File: config.mk
export PLATFORM = sky130hd
export DESIGN_NAME = exwb_stage
export DESIGN_NICKNAME = d
export VERILOG_FILES = /design/src/rtl/exwb_stage.sv
export SDC_FILE = /design/constraint.sdc
export NUM_CORES = 1
export LEC_CHECK = 0
export CAP_MARGIN = 20
export CORE_MARGIN = 2
export CORE_UTILIZATION = 25
export DETAILED_ROUTE_END_ITERATION = 6
export GPL_ROUTABILITY_DRIVEN = 0
export PLACE_DENSITY_LB_ADDON = 0.08
export SYNTH_ARGS = -nofsm -noshare
export SYNTH_HDL_FRONTEND = slang
export SYNTH_SLANG_ARGS = --single-unit
File: constraint.sdc
create_clock -name CLK -period 4.6 [get_ports CLK]
set_input_delay 1.38 -clock CLK [delete_from_list [all_inputs] [get_ports CLK]]
set_output_delay 1.38 -clock CLK [all_outputs]
set_load 0.01 [all_outputs]
File: src/rtl/exwb_stage.sv
// Execute-to-writeback stage: captures ALU result/flags, resolves BNE/BLT into a one-cycle redirect.
// Optional EXWB_PERF_CNT_EN adds retired/taken-branch performance counters.
module exwb_stage #(
  parameter int unsigned W    = 8,
  parameter int unsigned RA_W = 3,
  parameter int unsigned PC_W = 8
) (
  input  logic            CLK,
  input  logic            reset,
  input  logic            start,
  input  logic            ex_valid,
  output logic            ex_ready,
  input  logic            wb_stall,
  input  logic [2:0]      ex_op,
  input  logic            ex_wr_en,
  input  logic [RA_W-1:0] ex_wr_addr,
  input  logic [W-1:0]    ex_result,
  input  logic            ex_cout,
  input  logic            ex_ovout,
  input  logic            ex_ne,
  input  logic            ex_lt,
  input  logic            ex_is_bne,
  input  logic            ex_is_blt,
  input  logic [PC_W-1:0] ex_target,
  output logic            wb_valid,
  output logic            wb_wr_en,
  output logic [RA_W-1:0] wb_wr_addr,
  output logic [W-1:0]    wb_data,
  output logic            carry_flag,
  output logic            ov_flag,
  output logic            br_taken,
  output logic [PC_W-1:0] br_target
`ifdef EXWB_PERF_CNT_EN
  ,
  output logic [15:0]     perf_retired,
  output logic [15:0]     perf_taken
`endif
);

  typedef enum logic {RUN = 1'b0, REDIRECT = 1'b1} state_t;

  state_t state, state_d;
  logic   acc, take, is_br, wr_en_q;

  // Start has priority over accept, so an instruction presented with start is dropped.
  assign ex_ready = !wb_stall;
  assign br_taken = (state == REDIRECT);
  assign acc      = ex_valid & ex_ready & !br_taken & !start;
  assign is_br    = ex_is_bne | ex_is_blt;
  assign take     = acc & ((ex_is_bne & ex_ne) | (ex_is_blt & ex_lt));
  assign wb_wr_en = wb_valid & wr_en_q;

  always_ff @(posedge CLK or posedge reset) begin
    if (reset)      state <= RUN;
    else if (start) state <= RUN;
    else            state <= state_d;
  end

  // REDIRECT lasts exactly one cycle, stall or not.
  always_comb begin
    state_d = state;
    case (state)
      RUN:      if (take) state_d = REDIRECT;
      REDIRECT: state_d = RUN;
      default:  state_d = RUN;
    endcase
  end

  always_ff @(posedge CLK or posedge reset) begin
    if (reset) begin
      wb_valid   <= 1'b0;
      wr_en_q    <= 1'b0;
      wb_wr_addr <= '0;
      wb_data    <= '0;
      carry_flag <= 1'b0;
      ov_flag    <= 1'b0;
      br_target  <= '0;
    end else if (start) begin
      wb_valid   <= 1'b0;
      carry_flag <= 1'b0;
      ov_flag    <= 1'b0;
    end else if (!wb_stall) begin
      wb_valid <= acc;
      if (acc) begin
        wr_en_q    <= ex_wr_en & !is_br;
        wb_wr_addr <= ex_wr_addr;
        wb_data    <= ex_result;
        case (ex_op)
          3'b000:                 carry_flag <= ex_cout;
          3'b010, 3'b100, 3'b110: ov_flag    <= ex_ovout;
          3'b011, 3'b101:         ov_flag    <= 1'b0;
          default:                ;
        endcase
      end
      if (take) br_target <= ex_target;
    end
  end

`ifdef EXWB_PERF_CNT_EN
  always_ff @(posedge CLK or posedge reset) begin
    if (reset) begin
      perf_retired <= '0;
      perf_taken   <= '0;
    end else if (start) begin
      perf_retired <= '0;
      perf_taken   <= '0;
    end else begin
      if (acc && !take) perf_retired <= perf_retired + 16'd1;
      if (take)         perf_taken   <= perf_taken + 16'd1;
    end
  end
`endif

endmodule

Word level (Yosys, flattened, before mapping)
Index checks and enable logic that the tools add are counted.

word-level totals
  register bits = 24
  latch bits = 0
  bits in writable memories = 0
  bits in read-only memories = 0
  input bits = 34
  output and inout bits = 25
  logic and storage cells = 54
  memories kept = 0

cells by class
  add/subtract/negate cells = 0
  $mul = 0
  divide/modulo/power cells = 0
  $lt $le $gt $ge = 0
  equal/unequal tests = 6
  shifts and indexed selects = 0
  muxes and demuxes = 13
  bitwise logic cells = 13
  reduce and logical (&&, ||, !) cells = 14

operator list
  operator                                                         count
  3-bit AND reduction                                              4
  1-bit two-way mux                                                11
  3-bit == test, second input constant                             3
  1-bit bitwise AND                                                8
  3-bit by 2-bit == test with 1-bit output, second input constant  2
  1-bit logical NOT                                                4
  1-bit case mux with 2 select lines                               2
  2-bit nonzero test                                               2
  3-bit logical NOT                                                1
  1-bit inverter                                                   3
  3-bit nonzero test                                               1
  3-bit OR reduction                                               1
  2-bit != test, second input constant                             1
  1-bit OR                                                         2
  2-bit OR reduction                                               1

Logic depth before layout (Yosys ltp)
Gate-level depths: netlist of the first run.

  depth after elaboration = 8
  depth in mapped cells = 5
  mapped depth without buffers = 3

Least setup slack after synthesis of the first run
OpenSTA, ideal clock, no wires.

  path kind = input -> output
  from = input port wb_stall
  to = output port ex_ready
  arrival = 1.451 ns
  setup slack = 1.769 ns
  cell stages on the path = 1
  path buffers = 0
  cells stage by stage = inv_1

between the ends
  cells in the longest elaborated chain, start to end = 1

RTL lines
  what               line  RTL
  from (decl)        13    input logic wb_stall,
  1-bit logical NOT  -
  to (decl)          12    output logic ex_ready,

No other way between the ends.

Final worst setup path of the first run
Ends and elaborated chain as after synthesis.

==> summary.md, run 1 <==
| Metric | Value |
|---|---|
| Vias in the first global route | 735 |
| Critical Path End | ex_ready |
| Via-per-instance ratio | 4.29 |
| First-pass DRT Iterations | 4 |
| Post-CTS Setup Bufs | 0 |
| RSZ-0062 raised after global routing | false |
| Number of remaining DRC errors | 0 |
| Ports | 59 |
| Largest net degree at the start of global routing | 25 |
| Design area | 1650 µm² |
| Clock sink count | 24 |
| Initial Util | 26.1% |
| Post-route insts no fill | 174 |
| Clock period minus worst slack | 3.81 ns |
| DR vias | 746 |
| HP Class | reg -> reg |
| CTS H-tree depth | 1 |
| Reg2Reg Setup Slack | 2.83 ns |
| Routed Antenna Nets | 0 |
| Netlist Area Pre-Place | 961 µm² |
| Max FO, Critical Path | 4 |
| Placed Area | 1600 µm² |
| Aggregate global routing overflow | 0 |
| Root Driver | clkbuf_8 |
| Crit Path Class | in -> out |
| Max-slew violations | 0 |
| Die W | 66.0 µm |
| Final net count | 161 |
| Placed Instances | 170 |
| Clk slew on worst S/H paths | 0.08 ns |
| Simple-Gate Fraction of Synth Area | 8.07% |
| Cell accounting for the most synthesized area | dfrtp_1 |
| Post-synthesis sequential area ratio | 62.5% |
| Gate Count Post-Synth | 65 |
| YS warnings | 0 |
| Leakage Power | 0.668 nW |
| Routed WL per cell | 12.1 µm |
| Clock Path Buffers | 2 |
| CTS Hold Bufs | 0 |
| Largest family of logic cells by synthesized area | multiplexers |
| Reg2Reg Depth | 3 |
| Main synth FF type | dfrtp_1 |
| Drt total wl | 2100 µm |
| Final hold viol count | 0 |
| Yosys top cell area share | 62.5% |
| Setup crit start | wb_stall |
| Setup violators final | 0 |
| CTS tree | yes |
| Least-Margin Pin Slew | 0.909 ns |
| Die Y | 66.0 µm |
| Power Dens Cells | 358 nW/µm² |
| Setup WS pre-CTS | 0.784 ns |
| Post-Synth Adder-Cell Area | 0% |
| Post-DP HPWL | 1600 µm |
| Max Cap Viol | 0 |
| Worst-Skew Late Latency | 0.27 ns |
| Worst clock skew | 0.00170 ns |
| Full die area | 4360 µm² |
| Largest cells by area after synthesis | dfrtp_1 (63%), mux2_2 (23%), nor3_4 (1.7%) |
| Number of antenna diodes | 0 |
| Setup TNS | 0 ns |
| Ys async rst share | 100% |
| Reg-to-reg startpoint | br_taken$_DFF_PP0_ |
| FF-to-FF End | br_target[1]$_DFFE_PP0P_ |
| Rows | 22 |
| Post-synthesis mux area share | 23.4% |
| Resize count post-CTS | 0 |
| Status | completed |
| Synth Area in Compound Gates | 3.91% |
| Share of layout cells above drive strength 1 | 20.6% |
| Max Clk Rate | 262 MHz |
| Startpoint Class | input pin |
| Post-synth top cells | dfrtp_1 (24), mux2_2 (20), a21oi_1 (2), inv_1 (2), nor2_1 (2) |
| GRT Util Overall | 10.2% |
| Initial antenna violation count | 0 |
| Initial DRC Count | 28 |
| Syn Area/Cell | 14.8 µm² |
| Area grow syn2layout | 71.9% |
| Crit path DAT | 2.43 ns |
| Maximum vdd ir drop | 0.152 mV |
| Most frequent cell after synthesis | dfrtp_1 |
| Port buffer count | 58 |
| Number of synthesized register bits | 24 |
| Post-synth EDFFs | 0 |
| Hold Path Stages | 1 |
| Post-Syn Nets | 99 |
| Worst Path Required | 3.22 ns |
| Total CTS buffers | 3 |
| Final setup margin | 0.786 ns |
| Core Area | 3690 µm² |
| Slew HR | 39.3% |
| Tcrit/Tclk final | 82.9% |
| Setup crit end kind | output port |
| Yosys cell types | 20 |
| XOR/XNOR Fraction of Synth Area | 0% |
| First-pass GRT wire length | 3400 µm |
[per-layer routing]
layer / share of wire [%] / wire [µm] / track usage, % / vias up
met5: 0 / 0 / 0 / -
li1: - / - / - / 353
met4: 1.7 / 36 / 4.59 / 0
met2: 48 / 1010 / 16.2 / 34
met3: 9.7 / 203 / 3.07 / 5
met1: 40 / 850 / 12.9 / 354
[state kept, by name, indices dropped and copies added (netlist names)]
signal	flops
wb_wr_addr	3
carry_flag	1
wb_valid	1
wr_en_q	1
br_taken	1
wb_data	8
ov_flag	1
br_target	8
[cell families (layout without fill, tap and decap cells)]
kind of cell,count (synthesis),after routing
flops,24,24
buf+inv,4,65
mux,20,20
simple gates,11,11
compound gates,6,6
[metrics by stage]
| step | hold WS [ns] | utilization [%] | power, mW |
|---|---|---|---|
| after floorplan | 0.473 | - | 0.338 |
| after global placement | 0.488 | 43.3 | 0.453 |
| after detailed placement | 0.492 | 43.3 | 0.456 |
| after CTS | 0.512 | 44.8 | 0.603 |
| after global routing | 0.531 | 44.8 | 0.626 |
| final | 0.505 | 44.8 | 0.592 |
[worst max-delay path: stages]
cell and delay, ns:
clkdlybuf4s50_1 0.46, inv_1 0.07, clkdlybuf4s50_1 0.52
[layout by cell type (no fill, tap or decap), drive strengths merged]
| cell type | count |
|---|---|
| mux2 | 20 |
| a31oi | 1 |
| nor4b | 1 |
| o21ai | 1 |
| nand3 | 1 |
| a21oi | 2 |
| nor3 | 1 |
| clkdlybuf4s50 | 58 |
| nor2 | 2 |
| inv | 2 |
| a22oi | 1 |
| or3b | 1 |
| nand2 | 1 |
| nor3b | 1 |
| buf | 1 |
| and2 | 1 |
| dfrtp | 24 |
| clkbuf | 4 |
| nand3b | 1 |
| nand4 | 1 |
| o41ai | 1 |
[layout make-up]
class,instances,area [µm²]
fill,352,2040
multi-input combinational,37,340
tap,48,60.1
inverter,2,7.51
clock buffer,4,55.1
timing repair buffer,59,588
sequential,24,601
[report_power, final]
group | leakage (nW) | internal, mW | total [mW] | switching, mW
Sequential | 0.295 | 0.250 | 0.269 | 0.0186
Combinational | 0.344 | 0.121 | 0.179 | 0.0577
Clock | 0.0288 | 0.0764 | 0.144 | 0.0677
Total | 0.668 | 0.448 | 0.592 | 0.144
[worst min path at each step]
stage	from	endpoint	slack, ns
6_report	wr_en_q$_DFFE_PP0P_	wr_en_q$_DFFE_PP0P_	0.51
5_1_grt	br_target[5]$_DFFE_PP0P_	br_target[5]$_DFFE_PP0P_	0.53
4_1_cts	wr_en_q$_DFFE_PP0P_	wr_en_q$_DFFE_PP0P_	0.51
3_5_place_dp	wr_en_q$_DFFE_PP0P_	wr_en_q$_DFFE_PP0P_	0.49
3_3_place_gp	wr_en_q$_DFFE_PP0P_	wr_en_q$_DFFE_PP0P_	0.49
2_1_floorplan	wr_en_q$_DFFE_PP0P_	wr_en_q$_DFFE_PP0P_	0.47
Note: power is estimated with default switching activity, not from simulation.
==> run 2, diff against run 1 <==
==> constraint.sdc (replaced) <==
create_clock -name CLK -period 3.55 [get_ports CLK]
set_input_delay 1.065 -clock CLK [delete_from_list [all_inputs] [get_ports CLK]]
set_output_delay 1.065 -clock CLK [all_outputs]
set_load 0.01 [all_outputs]
==> run 2 against run 1 <==
Compared with the run above: total power grew 24%; via count increased by 0.27%; routed wire length decreased by 3.0%; flip-flop and latch count is the same; utilization fell by 0.37 points; critical path depth stayed put; largest power group unchanged.
==> summary.md, run 2 (synthesized netlist as in run 1, its figures left out) <==
| Metric | Value |
|---|---|
| Final hold viol count | 0 |
| GRT Util Overall | 9.99% |
| Setup violators final | 0 |
| Root Driver | clkbuf_8 |
| Routed WL per cell | 11.8 µm |
| Area grow syn2layout | 70.4% |
| Clock Path Buffers | 2 |
| Core Area | 3690 µm² |
| Most frequent cells in the layout | clkdlybuf4s50_1 (58), dfrtp_1 (24), mux2_2 (20) |
| CP cell instances | clkdlybuf4s50_1 > inv_1 > clkdlybuf4s50_1 |
| Setup TNS | 0 ns |
| Tot Pwr | 734 µW |
| CTS tree | yes |
| Status | completed |
| DR vias | 748 |
| Critical path depth | 3 |
| Post-CTS Setup Bufs | 0 |
| CP max-delay cell | clkdlybuf4s50_1 |
| Vias in the first global route | 747 |
| Commonest non-fill, non-tap cell in the layout | clkdlybuf4s50_1 |
| Max FO, Critical Path | 4 |
| Buf+Inv Stages, Crit Path | 3 |
| Die W | 66.0 µm |
| Post-route insts no fill | 173 |
| Initial antenna violation count | 0 |
| Max Clk Rate | 315 MHz |
| Full die area | 4360 µm² |
| Rows | 22 |
| Placed Instances | 170 |
| Slew HR | 40.5% |
| Leakage Power | 0.661 nW |
| Max Cap Viol | 0 |
| Port buffer count | 58 |
| Worst Path Required | 2.48 ns |
| First-pass GRT wire length | 3330 µm |
| Crit Path Class | in -> out |
| Crit path DAT | 2.11 ns |
| Initial DRC Count | 23 |
| Power Dens Cells | 448 nW/µm² |
| RSZ-0062 raised after global routing | false |
| Setup crit end kind | output port |
| Clk slew on worst S/H paths | 0.08 ns |
| Final net count | 161 |
| Ports | 59 |
| Startpoint Class | input pin |
| Resize count post-CTS | 0 |
| Worst clock skew | 0.000795 ns |
| Share of layout cells above drive strength 1 | 20.0% |
| CTS H-tree depth | 1 |
| Max-slew violations | 0 |
| Aggregate global routing overflow | 0 |
| CP top delay family | buffers and inverters |
| Initial Util | 26.1% |
| Largest net degree at the start of global routing | 25 |
| First-pass DRT Iterations | 3 |
| Drt total wl | 2040 µm |
| Number of antenna diodes | 0 |
| Total CTS buffers | 3 |
| Maximum vdd ir drop | 0.202 mV |
| Die Y | 66.0 µm |
| Clock period minus worst slack | 3.17 ns |
| Hold Path Stages | 1 |
| Via-per-instance ratio | 4.32 |
| Worst-Skew Late Latency | 0.25 ns |
| Routed Antenna Nets | 0 |
| Tcrit/Tclk final | 89.4% |
| CTS Hold Bufs | 0 |
| Most used cell, CP | clkdlybuf4s50_1 |
| Clock sink count | 24 |
| Slowest stage delay, CP | 0.52 ns |
| Biggest regs | br_target x8, wb_data x8, wb_wr_addr x3 |
| Number of remaining DRC errors | 0 |
| Least-Margin Pin Slew | 0.892 ns |
| HP Class | reg -> reg |
| Post-DP HPWL | 1570 µm |
| Reg2Reg Depth | 3 |
-- run 2: per-layer routing --
| layer | share of wire, % | track usage, % | up-vias |
|---|---|---|---|
| met4 | 0.98 | 4.59 | 0 |
| met1 | 39 | 12.2 | 357 |
| li1 | - | - | 356 |
| met2 | 49 | 15.8 | 33 |
| met3 | 11 | 3.58 | 2 |
| met5 | 0 | 0 | - |
-- run 2: per-stage QoR --
| step | setup WS [ns] | util, % | hold WS (ns) | cell area, µm² |
|---|---|---|---|---|
| 2_1_floorplan | 1.17 | - | 0.473 | 961 |
| 3_3_place_gp | 0.383 | 43.3 | 0.488 | 1600 |
| 3_5_place_dp | 0.381 | 43.3 | 0.495 | 1600 |
| 4_1_cts | 0.376 | 44.4 | 0.515 | 1640 |
| 5_1_grt | 0.332 | 44.4 | 0.528 | 1640 |
| 6_report | 0.378 | 44.4 | 0.507 | 1640 |
-- run 2: final cells by class --
| type | instances | area, µm² |
|---|---|---|
| sequential | 24 | 601 |
| timing repair buffer | 59 | 588 |
| tap | 48 | 60.1 |
| fill | 357 | 2050 |
| multi-input combinational | 37 | 340 |
| clock buffer | 3 | 41.3 |
| inverter | 2 | 7.51 |
-- run 2: power by group --
group          leakage, nW  switching [mW]  internal, mW
combinational        0.344          0.0742         0.157
sequential           0.295          0.0242         0.324
clock               0.0216          0.0781        0.0756
total                0.661           0.176         0.557
-- run 2: path summary, 6_finish.rpt --
kind                                           from                        to  slack (ns)
worst max-delay path                       wb_stall                  ex_ready        0.38
worst min-delay path            wr_en_q$_DFFE_PP0P_       wr_en_q$_DFFE_PP0P_        0.51
worst max register to register   br_taken$_DFF_PP0_  br_target[3]$_DFFE_PP0P_        1.77
worst min register to register  wr_en_q$_DFFE_PP0P_       wr_en_q$_DFFE_PP0P_        0.51
max in group asynchronous                     reset       wr_en_q$_DFFE_PP0P_        1.71
min in group asynchronous                     reset    wb_data[4]$_DFFE_PP0P_        1.29
